==> config.mk <==
export PLATFORM = sky130hd
export DESIGN_NAME = message_passer_sequencer
export DESIGN_NICKNAME = d
export VERILOG_FILES = /design/src/rtl/trws_seq_pkg.sv /design/src/rtl/inflight_scoreboard.sv /design/src/rtl/message_passer_sequencer.sv
export SDC_FILE = /design/constraint.sdc
export NUM_CORES = 2
export LEC_CHECK = 0
export ABC_CLOCK_PERIOD_IN_PS = 15600
export BUFFER_PORTS_ARGS = -buffer_cell sky130_fd_sc_hd__clkbuf_2
export CORE_UTILIZATION = 43
export CTS_CLUSTER_SIZE = 12
export DETAILED_ROUTE_END_ITERATION = 10
export MAX_ROUTING_LAYER = met4
export SYNTH_ARGS = -nofsm -noshare
export SYNTH_HDL_FRONTEND = slang
export SYNTH_HIERARCHICAL = 1
export SYNTH_SLANG_ARGS = --single-unit
==> constraint.sdc <==
create_clock -name clk -period 15.6 [get_ports clk]
set_input_delay 1.56 -clock clk [delete_from_list [all_inputs] [get_ports clk]]
set_output_delay 1.56 -clock clk [all_outputs]
set_load 0.1 [all_outputs]
==> src/rtl/trws_seq_pkg.sv <==
// Shared types and default widths for the message passer sequencer.
package trws_seq_pkg;

  localparam int ADDR_WIDTH_DEF     = 20;
  localparam int DIM_WIDTH_DEF      = 10;
  localparam int INFLIGHT_DEPTH_DEF = 16;
  localparam int LOG2_INFLIGHT_DEF  = 4;
  localparam int PASSER_LATENCY     = 8;

  typedef enum logic [2:0] {
    IDLE,
    SETUP,
    RUN,
    DRAIN,
    DONE
  } seq_state_e;

endpackage

==> src/rtl/inflight_scoreboard.sv <==
// In-flight address FIFO with a parallel match against two dependency addresses.
module inflight_scoreboard
  import trws_seq_pkg::*;
#(
  parameter int ADDR_WIDTH = ADDR_WIDTH_DEF,
  parameter int DEPTH      = INFLIGHT_DEPTH_DEF,
  parameter int LOG2_DEPTH = LOG2_INFLIGHT_DEF
) (
  input  logic                  clk,
  input  logic                  rst,
  input  logic                  push,
  input  logic [ADDR_WIDTH-1:0] push_addr,
  input  logic                  pop,
  input  logic                  dep0_en,
  input  logic [ADDR_WIDTH-1:0] dep0_addr,
  input  logic                  dep1_en,
  input  logic [ADDR_WIDTH-1:0] dep1_addr,
  output logic                  hit,
  output logic                  full,
  output logic                  empty,
  output logic [ADDR_WIDTH-1:0] head
);

  logic [ADDR_WIDTH-1:0] mem [DEPTH];
  logic [DEPTH-1:0]      occ;
  logic [LOG2_DEPTH-1:0] wr_ptr;
  logic [LOG2_DEPTH-1:0] rd_ptr;
  logic [LOG2_DEPTH:0]   count;
  logic                  do_push;
  logic                  do_pop;

  assign full    = (count == (LOG2_DEPTH+1)'(DEPTH));
  assign empty   = (count == '0);
  assign do_push = push & ~full;
  assign do_pop  = pop & ~empty;
  assign head    = mem[rd_ptr];

  always_ff @(posedge clk) begin
    if (do_push) mem[wr_ptr] <= push_addr;
  end

  // occ is set/cleared on different slots except when empty or full, where one side is gated
  always_ff @(posedge clk) begin
    if (rst) begin
      occ    <= '0;
      wr_ptr <= '0;
      rd_ptr <= '0;
      count  <= '0;
    end else begin
      if (do_push) begin
        occ[wr_ptr] <= 1'b1;
        wr_ptr      <= wr_ptr + LOG2_DEPTH'(1);
      end
      if (do_pop) begin
        occ[rd_ptr] <= 1'b0;
        rd_ptr      <= rd_ptr + LOG2_DEPTH'(1);
      end
      case ({do_push, do_pop})
        2'b10:   count <= count + (LOG2_DEPTH+1)'(1);
        2'b01:   count <= count - (LOG2_DEPTH+1)'(1);
        default: count <= count;
      endcase
    end
  end

  always_comb begin
    hit = 1'b0;
    for (int i = 0; i < DEPTH; i++) begin
      if (occ[i] && ((dep0_en && (mem[i] == dep0_addr)) ||
                     (dep1_en && (mem[i] == dep1_addr))))
        hit = 1'b1;
    end
  end

endmodule

==> src/rtl/message_passer_sequencer.sv <==
// Raster sweep issue/return sequencer for the message passer pipeline.
// state | meaning
// IDLE  | waiting for start
// SETUP | compute total and initial coordinates
// RUN   | issue pixels, stalling on in-flight neighbours or full FIFO
// DRAIN | wait for remaining returns
// DONE  | one-cycle done pulse
module message_passer_sequencer
  import trws_seq_pkg::*;
#(
  parameter int ADDR_WIDTH     = ADDR_WIDTH_DEF,
  parameter int DIM_WIDTH      = DIM_WIDTH_DEF,
  parameter int INFLIGHT_DEPTH = INFLIGHT_DEPTH_DEF,
  parameter int LOG2_INFLIGHT  = LOG2_INFLIGHT_DEF,
  parameter int PASSER_LATENCY = trws_seq_pkg::PASSER_LATENCY
) (
  input  logic                  clk,
  input  logic                  rst,
  input  logic                  start,
  input  logic                  backward,
  input  logic [DIM_WIDTH-1:0]  width,
  input  logic [DIM_WIDTH-1:0]  height,
  output logic                  push,
  output logic [ADDR_WIDTH-1:0] push_addr,
  input  logic                  valid,
  output logic                  wr_en,
  output logic [ADDR_WIDTH-1:0] wr_addr,
  output logic                  busy,
  output logic                  done,
  output logic                  err
);

  if (INFLIGHT_DEPTH < PASSER_LATENCY + 2) begin : g_depth_check
    $error("INFLIGHT_DEPTH must be at least PASSER_LATENCY+2");
  end
  if ((1 << LOG2_INFLIGHT) != INFLIGHT_DEPTH) begin : g_log2_check
    $error("LOG2_INFLIGHT must equal log2(INFLIGHT_DEPTH)");
  end

  seq_state_e            state, state_nxt;
  logic                  back_r;
  logic [DIM_WIDTH-1:0]  w_r, h_r, x, y;
  logic [ADDR_WIDTH-1:0] addr, total, w_ext, h_ext, setup_total;
  logic                  x_first, x_last, y_first, y_last, last_pix;
  logic                  dep0_en, dep1_en;
  logic [ADDR_WIDTH-1:0] dep0_addr, dep1_addr, head;
  logic                  hit, full, empty, issue, pop;

  assign w_ext       = {{(ADDR_WIDTH-DIM_WIDTH){1'b0}}, w_r};
  assign h_ext       = {{(ADDR_WIDTH-DIM_WIDTH){1'b0}}, h_r};
  assign setup_total = w_ext * h_ext;

  assign x_first  = (x == '0);
  assign y_first  = (y == '0);
  assign x_last   = (x == w_r - DIM_WIDTH'(1));
  assign y_last   = (y == h_r - DIM_WIDTH'(1));
  assign last_pix = back_r ? (addr == '0) : (addr == total - ADDR_WIDTH'(1));

  // Neighbours already visited in the current sweep direction
  assign dep0_en   = back_r ? ~x_last : ~x_first;
  assign dep0_addr = back_r ? addr + ADDR_WIDTH'(1) : addr - ADDR_WIDTH'(1);
  assign dep1_en   = back_r ? ~y_last : ~y_first;
  assign dep1_addr = back_r ? addr + w_ext : addr - w_ext;

  assign issue = (state == RUN) & ~hit & ~full;
  assign pop   = valid & ~empty;

  inflight_scoreboard #(
    .ADDR_WIDTH (ADDR_WIDTH),
    .DEPTH      (INFLIGHT_DEPTH),
    .LOG2_DEPTH (LOG2_INFLIGHT)
  ) u_scoreboard (
    .clk       (clk),
    .rst       (rst),
    .push      (issue),
    .push_addr (addr),
    .pop       (pop),
    .dep0_en   (dep0_en),
    .dep0_addr (dep0_addr),
    .dep1_en   (dep1_en),
    .dep1_addr (dep1_addr),
    .hit       (hit),
    .full      (full),
    .empty     (empty),
    .head      (head)
  );

  always_ff @(posedge clk) begin
    if (rst) state <= IDLE;
    else     state <= state_nxt;
  end

  always_comb begin
    state_nxt = state;
    case (state)
      IDLE:    if (start) state_nxt = ((width == '0) || (height == '0)) ? DONE : SETUP;
      SETUP:   state_nxt = RUN;
      RUN:     if (issue && last_pix) state_nxt = DRAIN;
      DRAIN:   if (empty) state_nxt = DONE;
      DONE:    state_nxt = IDLE;
      default: state_nxt = IDLE;
    endcase
  end

  always_ff @(posedge clk) begin
    if (rst) begin
      back_r    <= 1'b0;
      w_r       <= '0;
      h_r       <= '0;
      x         <= '0;
      y         <= '0;
      addr      <= '0;
      total     <= '0;
      push      <= 1'b0;
      push_addr <= '0;
      wr_en     <= 1'b0;
      wr_addr   <= '0;
      err       <= 1'b0;
    end else begin
      push  <= issue;
      wr_en <= pop;
      err   <= err | (valid & empty);
      if (issue) push_addr <= addr;
      if (pop)   wr_addr   <= head;

      if ((state == IDLE) && start) begin
        back_r <= backward;
        w_r    <= width;
        h_r    <= height;
      end

      if (state == SETUP) begin
        total <= setup_total;
        if (back_r) begin
          x    <= w_r - DIM_WIDTH'(1);
          y    <= h_r - DIM_WIDTH'(1);
          addr <= setup_total - ADDR_WIDTH'(1);
        end else begin
          x    <= '0;
          y    <= '0;
          addr <= '0;
        end
      end

      if (issue) begin
        if (back_r) begin
          addr <= addr - ADDR_WIDTH'(1);
          if (x_first) begin
            x <= w_r - DIM_WIDTH'(1);
            y <= y - DIM_WIDTH'(1);
          end else begin
            x <= x - DIM_WIDTH'(1);
          end
        end else begin
          addr <= addr + ADDR_WIDTH'(1);
          if (x_last) begin
            x <= '0;
            y <= y + DIM_WIDTH'(1);
          end else begin
            x <= x + DIM_WIDTH'(1);
          end
        end
      end
    end
  end

  assign done = (state == DONE);
  assign busy = (state == SETUP) || (state == RUN) || (state == DRAIN);

endmodule

Word-level counts from Yosys, hierarchy flattened
Memories as Yosys holds them, arrays and structs flattened. A register that Yosys moved wholly into a read port is not among the register bits.
Index checks and enable logic that the tools add are counted.

cells by class
  bitwise gates (word level) = 17
  multiplexer cells = 52
  reduce and logical (&&, ||, !) cells = 81
  multiply operators = 1
  order comparisons = 4
  eq/ne operators = 45
  add/sub/neg operators = 16

operators by type and width
  cell                     count
  $eq A20 B20 Y1           33
  $mux W10                 12
  $mux W20                 6
  $sub A20 B1 Y20 const B  3
  $logic_and A1 B1 Y1      52
  $mux W16                 3
  $logic_not A10 Y1        4
  $sub A10 B1 Y10 const B  4
  $mux W1                  23
  $add A10 B1 Y10 const B  2
  $add A20 B1 Y20 const B  1
  $add A20 B10 Y20         1
  $eq A10 B10 Y1           2
  $logic_not A20 Y1        1
  $mul A10 B10 Y20         1
  $sub A20 B10 Y20         1
  $logic_or A1 B1 Y1       19
  $and A16 B16 Y16         1
  $not A16 Y16             1
  $or A16 B16 Y16          1
  $mux W3                  4
  $pmux W3 S4              1
  $lt A4 B5 Y1 const B     2
  $pmux W5 S2              1
  20 further kinds         37

word-level totals
  RAM bits = 320
  register bits after elaboration = 136
  output and inout port bits = 45
  memories kept = 1

memory list
  memory            words  bits a word  rd ports  clocked after memory_dff  write ports  line                       RTL
  u_scoreboard.mem  16     20           17        1                         1            inflight_scoreboard.sv:24  logic [ADDR_WIDTH-1:0] mem [DEPTH];

Longest topological paths before layout
  depth after elaboration = 31
  mapped depth = 43

Modules after synthesis
The synthesis kept the hierarchy.

by module, submodules not included
  module                    area an instance (um2)  sequential area each (um2)  cells an instance  instances
  inflight_scoreboard       21471.8                 10269.8                     1610               1
  message_passer_sequencer  13217.7                 2542.4                      1752               1

Worst setup path before layout
Ideal clock, no wire load.

  kind = register -> register
  from = register back_r
  to = memory u_scoreboard/mem[3][0] (netlist name), enable pin
  data required time = 15175 ps
  arrival = 7981 ps
  stages on the path, launching flop included = 34
  setup time = 425 ps
  path slack = 7195 ps
  cells stage by stage = dfxtp_1 -> clkbuf_1 -> clkbuf_1 -> clkbuf_1 -> clkbuf_1 -> nor2_1 -> xor2_1 -> ha_1 -> a21o_1 -> a2bb2oi_1 -> a21oi_1 -> o2111ai_1 -> a21oi_1 -> o31ai_1 -> a21oi_1 -> a311oi_1 -> buf_2 -> buf_4 -> xor2_1 -> nor3_1 -> nand4_1 -> o22ai_1 -> nor4_1 -> nand4_1 -> or3_1 -> clkbuf_1 -> inv_1 -> clkbuf_1 -> clkbuf_1 -> buf_1 -> and2_1 -> buf_2 -> nand2_1 -> nor3_1

on the way
  longest elaborated chain between the ends = 27

ends and longest elaborated chain
  what                               line                             RTL
  start, declared                    message_passer_sequencer.sv:41   logic back_r;
  start signal, assigned             message_passer_sequencer.sv:127  back_r <= backward;
  $mux W20 (*)                       message_passer_sequencer.sv:63   assign dep1_addr = back_r ? addr + w_ext : addr - w_ext;
  named net dep1_addr[19]            message_passer_sequencer.sv:46   logic [ADDR_WIDTH-1:0] dep0_addr, dep1_addr, head;
  $eq A20 B20 Y1                     inflight_scoreboard.sv:70        (dep1_en && (mem[i] == dep1_addr))))
  $logic_and A1 B1 Y1                inflight_scoreboard.sv:70
  $logic_or A1 B1 Y1                 inflight_scoreboard.sv:69        if (occ[i] && ((dep0_en && (mem[i] == dep0_addr)) ||
  $logic_and A1 B1 Y1                inflight_scoreboard.sv:69
  $mux W1 (15 in series)             inflight_scoreboard.sv:69
  $mux W1 (*)                        inflight_scoreboard.sv:69
  named net hit                      message_passer_sequencer.sv:47   logic hit, full, empty, issue, pop;
  $not A1 Y1 (*)                     message_passer_sequencer.sv:65   assign issue = (state == RUN) & ~hit & ~full;
  $and A1 B1 Y1 (*) (2 in series)    message_passer_sequencer.sv:65
  named net issue                    message_passer_sequencer.sv:47
  $and A1 B1 Y1 (*)                  inflight_scoreboard.sv:34        assign do_push = push & ~full;
  $mux W1 (*)                        inflight_scoreboard.sv:39        if (do_push) mem[wr_ptr] <= push_addr;
  $mux W1 (not written as such) (*)  inflight_scoreboard.sv:39
  end, declared                      inflight_scoreboard.sv:24

Mark *: on every way through the listed nets, which the timed path passes. The rest lies on a longest branch.

Worst setup path in the final report
  from = register w_r[0]
  to = register u_scoreboard.count[4]

RTL lines
  what                                                  line                             RTL
  start, declared                                       message_passer_sequencer.sv:42   logic [DIM_WIDTH-1:0] w_r, h_r, x, y;
  start signal, assigned                                message_passer_sequencer.sv:128  w_r <= width;
  $sub A20 B10 Y20 or $add A20 B10 Y20 (tied branches)  message_passer_sequencer.sv:63
  $mux W20 (*)                                          message_passer_sequencer.sv:63
  named net dep1_addr[19]                               message_passer_sequencer.sv:46
  $eq A20 B20 Y1                                        inflight_scoreboard.sv:70
  $logic_and A1 B1 Y1                                   inflight_scoreboard.sv:70
  $logic_or A1 B1 Y1                                    inflight_scoreboard.sv:69
  $logic_and A1 B1 Y1                                   inflight_scoreboard.sv:69
  $mux W1 (15 in series)                                inflight_scoreboard.sv:69
  $mux W1 (*)                                           inflight_scoreboard.sv:69
  named net hit                                         message_passer_sequencer.sv:47
  $not A1 Y1 (*)                                        message_passer_sequencer.sv:65
  $and A1 B1 Y1 (*) (2 in series)                       message_passer_sequencer.sv:65
  $and A1 B1 Y1 (*)                                     inflight_scoreboard.sv:34
  $eq A2 B1 Y1 or $eq A2 B2 Y1 (tied branches)          inflight_scoreboard.sv:58        case ({do_push, do_pop})
  $pmux W5 S2 or $reduce_bool A2 Y1 (tied branches)     -
  end signal, assigned                                  inflight_scoreboard.sv:59        2'b10: count <= count + (LOG2_DEPTH+1)'(1);
  end signal, assigned                                  inflight_scoreboard.sv:60        2'b01: count <= count - (LOG2_DEPTH+1)'(1);
  end signal, assigned                                  inflight_scoreboard.sv:61        default: count <= count;
  end, declared                                         inflight_scoreboard.sv:28        logic [LOG2_DEPTH:0] count;

Marked as above.
A chain may end at the register's enable or synchronous reset.

==> metrics.md <==
| Metric | Value |
|---|---|
| Main combinational cell family by area after synthesis | XOR/XNOR gates |
| RSZ-0062 raised after global routing | no |
| Yosys cell types | 99 |
| Reg clk slew, reported paths | 0.07 ns |
| Max Transition Viols Final | 0 |
| TNS Setup | 0 ns |
| Clk Tree Root Cell | clkbuf_16 |
| Setup violations, final | 0 |
| Crit path max-delay cell type | or3_2 |
| Ys async rst share | 0% |
| Crit-path max FO | 46 |
| Layout filler cell count | 7417 |
| Die Y | 286 um |
| Post-Syn Area | 0.0347 mm2 |
| Placed cell count | 4322 |
| Die width | 286 um |
| Synth Net Count | 3549 |
| Drt first pass iters | 8 |
| Routed wire per std cell | 29.7 um |
| Setup Buffers After CTS | 0 |
| Initial DRC count | 2691 |
| Worst Path Arrival | 9.41 ns |
| Peak supply drop | 0.109 mV |
| Status | finished clean |
| Die footprint | 0.0818 mm2 |
| GRT Total Usage | 32.7% |
| Initial antenna violation count | 10 |
| Layout cells sized above 1 | 11.2% |
| Finished Layout Cells | 4430 |
| Total grt overflow | 0 |
| CTS resizes | 0 |
| Yosys reg bits | 480 |
| Count of final hold-check violations | 0 |
| Post-synthesis xor/xnor area fraction | 19.8% |
| Post-CTS Hold Fix Bufs | 0 |
| Core Region | 0.0794 mm2 |
| DP HPWL | 92300 um |
| Clock Tree Buf Depth | 3 |
| Layout Area Growth over Synthesis | 9.51% |
| Simple-Gate Fraction of Synth Area | 15.2% |
| H-Tree Depth | 2 |
| Largest net degree at the start of global routing | 81 |
| Part of the Yosys area used for sequential elements | 36.9% |
| Synth Area in Compound Gates | 8.11% |
| Crit share post-route | 57.2% |
| First-pass GRT wire length | 188000 um |
| Max-slew headroom | 18.1% |
| CTS buffer count | 54 |
| GP Congestion | 1.00 |
| Period minus WS final | 8.92 ns |
| Worst stage delay on the critical path | 0.54 ns |
| Top_reg_cell synth | edfxtp_1 |
| Setup crit start kind | flop |
| Fmax achieved | 112 MHz |
| Synth Instances | 3362 |
| Critical Path End Type | flop |
| Power Density | 149 mW/mm2 |
| Avg Cell Area, Syn | 10.3 um2 |
| Mux share of post-synthesis cell area | 7.90% |
| Clock tree sinks | 480 |
| I/O Buffers | 69 |
| Routed vias | 27300 |
| Effective utilization at floorplan | 43.7% |
| # nets final | 3515 |
| Via density | 6.17 |
| CTS tree | done |
| Post-synthesis adder-cell area fraction | 7.23% |
| Ports | 70 |
| Post-synth EDFFs | 320 |
| Final ANT Viol Nets | 0 |
| Row Count | 103 |
| Max-capacitance violation count | 0 |
| Vias in the first global route | 26500 |
| Leakage | 14.4 nW |
| Critical Setup Path Class | reg -> reg |
| Worst-skew pair later-pin latency | 0.67 ns |
| Hold WC Path Type | reg -> reg |
| Measured slew at the worst slew-check pin | 1.23 ns |
| Worst Skew | 0.0563 ns |
| CP required | 16.09 ns |
| Drt drc | 0 |
| Synthesis Warnings | 6 |
| Post-Route WL | 131000 um |
-- cells in the final DEF, fill, tap and decap left out, types with 11 or more instances in the layout --
cell / synthesis / routed
a21o_1: 12 / 12
a21oi_1: 168 / 166
a222oi_1: 12 / 12
a31oi_1: 14 / 14
and2_1: 73 / 73
and3_1: 21 / 21
buf_4: 37 / 86
clkbuf_1: 126 / 15
clkbuf_16: 0 / 56
clkbuf_2: 0 / 68
dfxtp_1: 160 / 157
edfxtp_1: 320 / 320
fa_1: 64 / 64
ha_1: 98 / 98
inv_1: 119 / 119
mux2i_1: 22 / 17
mux4_1: 62 / 62
mux4_2: 38 / 38
nand2_1: 279 / 279
nand2b_1: 15 / 15
nand3_1: 55 / 55
nand4_1: 77 / 77
nor2_1: 163 / 148
nor2_2: 3 / 17
nor2b_1: 22 / 22
nor3_1: 89 / 85
nor4_1: 148 / 148
o211ai_1: 19 / 19
o21a_1: 27 / 27
o21ai_0: 50 / 50
o22ai_1: 23 / 23
o31ai_1: 16 / 16
or2_2: 11 / 11
or3_1: 20 / 19
xnor2_1: 124 / 107
xnor2_2: 1 / 18
xor2_1: 645 / 635
-- cells in the mapped netlist (all sizes together), types with 6 or more instances --
cell type | count | area share [%]
ha | 98 | 3.5
a222oi | 12 | 0.35
a2111oi | 10 | 0.25
or2 | 12 | 0.22
o211ai | 20 | 0.45
a21oi | 170 | 2.5
nor3 | 93 | 1.4
a211oi | 10 | 0.25
a211o | 6 | 0.15
o21a | 27 | 0.58
inv | 119 | 1.3
a31oi | 14 | 0.25
and3 | 22 | 0.41
nand3 | 55 | 0.79
nand2 | 279 | 3.0
dfxtp | 160 | 9.2
or4 | 7 | 0.15
nand4 | 78 | 1.4
nor2b | 22 | 0.40
or3 | 21 | 0.39
o21ai | 54 | 0.80
edfxtp | 320 | 28
o31ai | 16 | 0.35
buf | 119 | 2.2
clkbuf | 126 | 1.4
and2 | 73 | 1.3
a21o | 12 | 0.26
xnor2 | 125 | 3.2
o22ai | 23 | 0.41
fa | 64 | 3.7
xor2 | 645 | 16
nor2 | 167 | 1.9
mux4 | 100 | 7.2
nor4 | 153 | 2.9
mux2i | 22 | 0.63
nor3b | 8 | 0.17
nand2b | 15 | 0.27
-- cells by family (layout without fill, tap and decap cells) --
| group | after synthesis | in the layout |
|---|---|---|
| and+or+nand+nor | 1023 | 1023 |
| other | 0 | 6 |
| adders and majority gates | 162 | 162 |
| DFF | 480 | 480 |
| muxes | 125 | 125 |
| xor gates and xnor gates | 775 | 775 |
| AOI/OAI and AO/OA | 433 | 433 |
| buffers and inverters | 364 | 376 |
-- state kept, by name, summed over array words and instances (netlist names), 3 cells and up, named ones only --
signal,cells
push_addr,20
state,3
u_scoreboard/mem,320
x,10
u_scoreboard/count,5
w_r,10
u_scoreboard/rd_ptr,4
y,10
u_scoreboard/occ,16
total,20
addr,20
wr_addr,20
u_scoreboard/wr_ptr,4
h_r,10
-- report_power, final --
group          internal [mW]  switching, mW  total, mW
Clock                  0.759          0.572       1.33
Combinational          0.888           1.97       2.86
Sequential              1.41         0.0670       1.48
Total                   3.06           2.61       5.67
-- path summary, 6_finish.rpt --
| check | startpoint | cells after the start | end | slack (ns) |
|---|---|---|---|---|
| worst max-delay path | w_r[0]$_SDFFE_PP0P_ | 35 | u_scoreboard/count[4]$_SDFFE_PP0P_ | 6.68 |
| worst min-delay path | wr_addr[0]$_SDFFE_PP0P_ | 2 | wr_addr[0]$_SDFFE_PP0P_ | 0.45 |
| worst max register to register | w_r[0]$_SDFFE_PP0P_ | 35 | u_scoreboard/count[4]$_SDFFE_PP0P_ | 6.68 |
| worst min register to register | wr_addr[0]$_SDFFE_PP0P_ | 2 | wr_addr[0]$_SDFFE_PP0P_ | 0.45 |
-- area by class of cell --
| type | count | area (um2) | area share, % |
|---|---|---|---|
| diodes | 6 | 15.0 | 0.0395 |
| clock buffers | 78 | 1540 | 4.06 |
| clock inverters | 24 | 294 | 0.774 |
| inverters | 119 | 447 | 1.18 |
| multi-input cells | 2518 | 20600 | 54.1 |
| flip-flops and latches | 480 | 12800 | 33.7 |
| well taps | 1050 | 1310 | 3.46 |
| repair buffers | 155 | 997 | 2.62 |
-- metrics by stage --
step	setup WS [ns]	hold slack, ns	area, um2	power, mW	util [%]
after floorplan	7.19	0.449	34700	3.36	-
after global placement	6.96	0.443	36100	4.27	45.5
after detailed placement	6.86	0.448	36100	4.27	45.5
after CTS	6.79	0.456	38000	5.60	47.8
after global routing	6.12	0.473	38000	5.84	47.9
final	6.68	0.454	38000	5.67	47.9
-- metal layers --
metal | track usage, % | part of all wire [%]
met5 | - | 0
met4 | 20.2 | 7.3
met3 | 5.01 | 7.9
met2 | 51.7 | 47
met1 | 39.2 | 38
-- critical path, delay by kind of cell (launching register included) --
family	cells	cell delay, ns
flip-flops	1	0.48
XOR/XNOR	3	0.50
AND/OR/NAND/NOR	13	3.27
AO/OA/AOI/OAI	10	1.89
buffers and inverters	5	1.33
adder cells (fa/ha/maj)	4	1.21
(Power assumes the default switching activity.)
